--- config.mk ---
export PLATFORM = sky130hd
export DESIGN_NAME = ram_port_arbiter
export DESIGN_NICKNAME = d
export VERILOG_FILES = /design/src/rtl/ram_port_arbiter.sv
export SDC_FILE = /design/constraint.sdc
export NUM_CORES = 1
export LEC_CHECK = 0
export ABC_AREA = 1
export BUFFER_PORTS_ARGS = -buffer_cell sky130_fd_sc_hd__buf_2
export CORE_ASPECT_RATIO = 0.8
export CORE_UTILIZATION = 27
export CTS_CLUSTER_DIAMETER = 200
export DETAILED_ROUTE_END_ITERATION = 10
export PLACE_DENSITY = 0.77
export SLEW_MARGIN = 5
export SYNTH_ARGS = -nofsm -noshare
export SYNTH_HDL_FRONTEND = slang
export SYNTH_SLANG_ARGS = --single-unit
--- constraint.sdc ---
create_clock -name clk -period 1.1 [get_ports clk]
set_clock_uncertainty 0.1 [all_clocks]
set_input_delay 0.055 -clock clk [delete_from_list [all_inputs] [get_ports clk]]
set_output_delay 0.055 -clock clk [all_outputs]
set_load 0.01 [all_outputs]
--- src/rtl/ram_port_arbiter.sv ---
// Two-port arbiter in front of a single-port synchronous data RAM (1-cycle read latency).
// Port A has fixed priority, with a starvation guard for B. Optional ARB_LOCK_EN adds lock-based ownership.
module ram_port_arbiter #(
    parameter int unsigned AW       = 13,
    parameter int unsigned DW       = 16,
    parameter int unsigned MAX_WAIT = 4
) (
    input  logic          clk,
    input  logic          rst,

    input  logic          a_req,
    input  logic          a_we,
    input  logic [AW-1:0] a_addr,
    input  logic [DW-1:0] a_wdata,
    input  logic          a_lock,
    output logic          a_gnt,
    output logic          a_rvalid,
    output logic [DW-1:0] a_rdata,

    input  logic          b_req,
    input  logic          b_we,
    input  logic [AW-1:0] b_addr,
    input  logic [DW-1:0] b_wdata,
    input  logic          b_lock,
    output logic          b_gnt,
    output logic          b_rvalid,
    output logic [DW-1:0] b_rdata,

    output logic [AW-1:0] ram_addr,
    output logic          ram_we,
    output logic [DW-1:0] ram_wdata,
    input  logic [DW-1:0] ram_rdata
);

    localparam logic [3:0] MAX_WAIT_L = 4'(MAX_WAIT);

    typedef enum logic [1:0] {
        OWN_NONE = 2'd0,
        OWN_A    = 2'd1,
        OWN_B    = 2'd2
    } owner_e;

    owner_e     owner_q, owner_d;
    logic [3:0] wait_cnt_q, wait_cnt_d;
    logic       rd_pend_a_q, rd_pend_a_d;
    logic       rd_pend_b_q, rd_pend_b_d;

    logic       force_b;
    logic       lock_hold_a, lock_hold_b;
    logic       gnt_a, gnt_b;

    // State register
    always_ff @(posedge clk) begin
        if (rst) begin
            owner_q     <= OWN_NONE;
            wait_cnt_q  <= '0;
            rd_pend_a_q <= 1'b0;
            rd_pend_b_q <= 1'b0;
        end else begin
            owner_q     <= owner_d;
            wait_cnt_q  <= wait_cnt_d;
            rd_pend_a_q <= rd_pend_a_d;
            rd_pend_b_q <= rd_pend_b_d;
        end
    end

`ifdef ARB_LOCK_EN
    // Ownership only persists while the owner keeps its lock high; a low lock releases it this cycle.
    assign lock_hold_a = (owner_q == OWN_A) && a_lock;
    assign lock_hold_b = (owner_q == OWN_B) && b_lock;
`else
    logic unused_lock;
    assign unused_lock = a_lock ^ b_lock;
    assign lock_hold_a = 1'b0;
    assign lock_hold_b = 1'b0;
`endif

    assign force_b = (wait_cnt_q >= MAX_WAIT_L);

    // Grant decision and next-state
    always_comb begin
        gnt_a = 1'b0;
        gnt_b = 1'b0;
        if (!rst) begin
            if (lock_hold_a) begin
                gnt_a = a_req;
            end else if (lock_hold_b) begin
                gnt_b = b_req;
            end else if (a_req && !(b_req && force_b)) begin
                gnt_a = 1'b1;
            end else if (b_req) begin
                gnt_b = 1'b1;
            end
        end

        owner_d = OWN_NONE;
`ifdef ARB_LOCK_EN
        if (gnt_a && a_lock) begin
            owner_d = OWN_A;
        end else if (gnt_b && b_lock) begin
            owner_d = OWN_B;
        end else if (lock_hold_a) begin
            owner_d = OWN_A;
        end else if (lock_hold_b) begin
            owner_d = OWN_B;
        end
`endif

        wait_cnt_d = wait_cnt_q;
        if (!b_req || gnt_b) begin
            wait_cnt_d = '0;
        end else if (wait_cnt_q != 4'hF) begin
            wait_cnt_d = wait_cnt_q + 4'd1;
        end

        rd_pend_a_d = gnt_a && !a_we;
        rd_pend_b_d = gnt_b && !b_we;
    end

    // Outputs: RAM mux and read-data return routing
    always_comb begin
        a_gnt     = gnt_a;
        b_gnt     = gnt_b;
        ram_addr  = '0;
        ram_we    = 1'b0;
        ram_wdata = '0;
        if (gnt_a) begin
            ram_addr  = a_addr;
            ram_we    = a_we;
            ram_wdata = a_wdata;
        end else if (gnt_b) begin
            ram_addr  = b_addr;
            ram_we    = b_we;
            ram_wdata = b_wdata;
        end

        a_rvalid = rd_pend_a_q && !rst;
        b_rvalid = rd_pend_b_q && !rst;
        a_rdata  = a_rvalid ? ram_rdata : '0;
        b_rdata  = b_rvalid ? ram_rdata : '0;
    end

    a_gnt_exclusive: assert property (@(posedge clk) !(a_gnt && b_gnt));
    a_gnt_needs_req: assert property (@(posedge clk) a_gnt |-> a_req);
    b_gnt_needs_req: assert property (@(posedge clk) b_gnt |-> b_req);

endmodule

==> reports/results.md <==
| Item | Reported |
| --- | --- |
| Maximum level of the CTS H-tree | 1 |
| Top-Level Pins | 148 |
| Standard cell core area | 3520 µm² |
| Max stage delay cell, worst path | sky130_fd_sc_hd__dfxtp_2 |
| Most frequent cells in the layout | 129 x sky130_fd_sc_hd__buf_2, 32 x sky130_fd_sc_hd__nand4_1, 31 x sky130_fd_sc_hd__nand2_1 |
| Number of warnings printed during yosys synthesis | 0 |
| Lkg Pwr | 1.39 nW |
| Die W | 70.5 µm |
| Non-filler cells in the finished layout | 385 |
| Hold Fails Final Rpt | 0 |
| Violations in the final reports | design-rule violations, negative setup slack |
| First DRT Iteration DRCs | 154 |
| Final worst-path cycle share | 134% |
| Post-synth top area cell | sky130_fd_sc_hd__nand4_1 |
| Vias in the first global route | 1530 |
| Vias per Instance | 5.04 |
| Total non-filler cell area in the finished layout | 2410 µm² |
| Bufs and invs on worst path | 3 |
| N_diodes | 0 |
| Number of cells in the design after placement | 368 |
| Required time at the worst-slack endpoint | 0.94 ns |
| Insertion delay to the later sink of the worst-skew pair | 0.22 ns |
| Total Wirelength | 5380 µm |
| Peak Freq | 0.680 GHz |
| Root buffer selected by CTS | sky130_fd_sc_hd__clkbuf_8 |
| Synth Area in Simple Gates | 64.2% |
| XOR/XNOR Fraction of Synth Area | 1.73% |
| Register bit count reported by yosys | 6 |
| Outcome | finished, violations left |
| Critical Path Source Type | register |
| Fraction of layout cells with a size suffix above 1 | 64.7% |
| Post-DRT Antenna Nets | 0 |
| Final Max Tran Viols | 0 |
| Number of nets in the synthesized netlist | 270 |
| Max Fanout on Critical Path | 11 |
| Cell Area, Synth | 1010 µm² |
| Clock period minus final worst setup slack | 1.47 ns |
| Number of CTS-inserted buffers | 3 |
| Number of nets in the layout | 428 |
| Maximum number of pins on one net before global-route repair | 32 |
| Remaining DRCs | 20 |
| Main combinational cell family by area after synthesis | simple AND/OR/NAND/NOR gates |
| Hold WC Path Type | primary input to register |
| Most common library cell in the layout ignoring fill and taps | sky130_fd_sc_hd__buf_2 |
| Synth Area in Adders | 1.23% |
| Number of input and output port buffers inserted | 145 |
| Total iterations of the first detailed-routing run | 9 |
| Reg-to-Reg Start | wait_cnt_q[2] |
| Antenna violations before repair | 0 |
| CP arrival | 1.32 ns |
| Placed wire-length estimate after detailed placement | 3160 µm |
| CTS tree | built |
| Last weighted congestion value of the routability-driven placer | 0.807 |
| Average wire length per cell after detail routing | 14.0 µm |
| Number of instances in the synthesized netlist | 187 |
| Die height | 56.8 µm |
| Worst-case vdd ir drop | 604 µV |
| Per-instance average area after synthesis | 5.42 µm² |
| Max-cap viol count | 0 |
| Count of vias placed by the detailed router | 1941 |
| Cell Rows | 19 |
| Total global routing overflow | 0 |
| Total negative setup slack | -11.95 ns |
| DP Worst Slack | -0.191 ns |
| Buffer depth of the longest clock path | 2 |
| Fin worst setup slack | -0.371 ns |
| Die Area | 4000 µm² |
| Startpoint of the most critical setup path | wait_cnt_q[2] |
| Clock Sink Count | 6 |
| Chain of cells forming the critical path | o21ai_4 -> buf_4 -> buf_16 -> nand4_1 -> nand2_1 -> buf_2 |
| Power per standard cell area | 521 nW/µm² |
| Placed inst area | 1800 µm² |
| Register area share after synthesis | 11.9% |
| Slowest stage delay, CP | 0.32 ns |
| RSZ-0062 raised after global routing | yes |
| Overall Global Routing Usage | 22.6% |
| Largest cells by area after synthesis | sky130_fd_sc_hd__nand4_1 20%, sky130_fd_sc_hd__nand3_1 15%, sky130_fd_sc_hd__nor2_1 13% |
| Clk pin slew, worst setup/hold paths | 0.04 ns |
| HP Start | b_req |
| Share of cell area taken by muxes after synthesis | 0% |
| Syn-to-layout area delta | 138% |
| First-pass GRT wire length | 7220 µm |
| Share of the synthesized area in the top cell type | 19.8% |
| Count of endpoints failing setup in the final report | 62 |
| Crit-path leading delay family | buffers and inverters |
| Initial cell density of the core | 28.8% |
| Post-synth cell types | 18 |
| Share of the synthesized area in compound gates (AO/OA/AOI/OAI) | 2.59% |
| Category of the worst setup path capture point | primary output |
| Type of the worst setup path | register to primary output |
-- registers in the layout, summed over array words and instances, names as in the netlist --
register / cells
rd_pend_a_q: 1
wait_cnt_q: 4
rd_pend_b_q: 1
-- Yosys cell counts (all sizes together) --
cell    n
dfxtp   6
nor3    1
inv    21
nand4  32
nor2   37
xnor2   2
o21ai   1
conb    1
ha      1
nand2  35
nand3  31
a21oi   2
buf    17
-- power breakdown --
group	switching (mW)	internal (mW)
combinational	0.371	0.313
clock	0.101	0.236
sequential	0.0129	0.220
total	0.485	0.769
-- metal layers --
| layer | wire, µm | global-route usage (%) | vias to the layer above |
|---|---|---|---|
| met5 | 0 | 0 | - |
| met4 | 165 | 4.37 | 0 |
| met3 | 402 | 3.59 | 17 |
| met2 | 2780 | 41.6 | 103 |
| met1 | 2040 | 27.7 | 865 |
| li1 | - | - | 956 |
-- metrics by stage --
stage	hold slack, ns	power, mW	util, %
after global placement	0.136	0.755	51.0
after detailed placement	0.135	0.760	51.0
final	0.101	1.25	68.4
after CTS	0.0956	1.19	58.5
after global routing	0.126	1.33	68.4
after floorplan	0.0240	0.492	-
-- cells by family (layout without fill, tap and decap cells) --
logic type	count (synthesis)	after routing
fa+ha+maj	1	1
compound gates	3	3
flops	6	6
buf+inv	38	188
other cells	1	1
xor+xnor	2	2
simple gates	136	142
-- worst register-to-register path: cells and delay by family, from the launching register on --
kind                   cells  cell delay, ns
AND/OR/NAND/NOR            2            0.19
buffers and inverters      3            0.48
AO/OA/AOI/OAI              1            0.18
flip-flops                 1            0.32
-- timing repair --
action / in CTS / in global routing
buffers inserted: 4 / 0
pin swaps: 5 / 4
resized for setup: 23 / 72
endpoints found under the setup margin: 68 / 65
gates cloned: 5 / 2
hold buffers: 3 / 0
endpoints found under the hold margin: 2 / 0
-- layout make-up --
cell class,count,area [µm²]
Fill cell,295,1110
Multi-Input combinational cell,149,1050
Timing Repair Buffer,164,1040
Sequential cell,6,134
Inverter,21,81.3
Tap cell,42,52.6
Clock buffer,3,41.3
-- path summary, 6_finish.rpt --
kind | slack [ns] | endpoint | cells after the start
worst max-delay path | -0.37 | ram_addr[12] | 6
worst min-delay path | 0.10 | wait_cnt_q[2] | 3
worst max register to register | -0.25 | rd_pend_a_q | 6
worst min register to register | 0.43 | wait_cnt_q[1] | 2
Note: power is estimated with default switching activity, not from simulation.
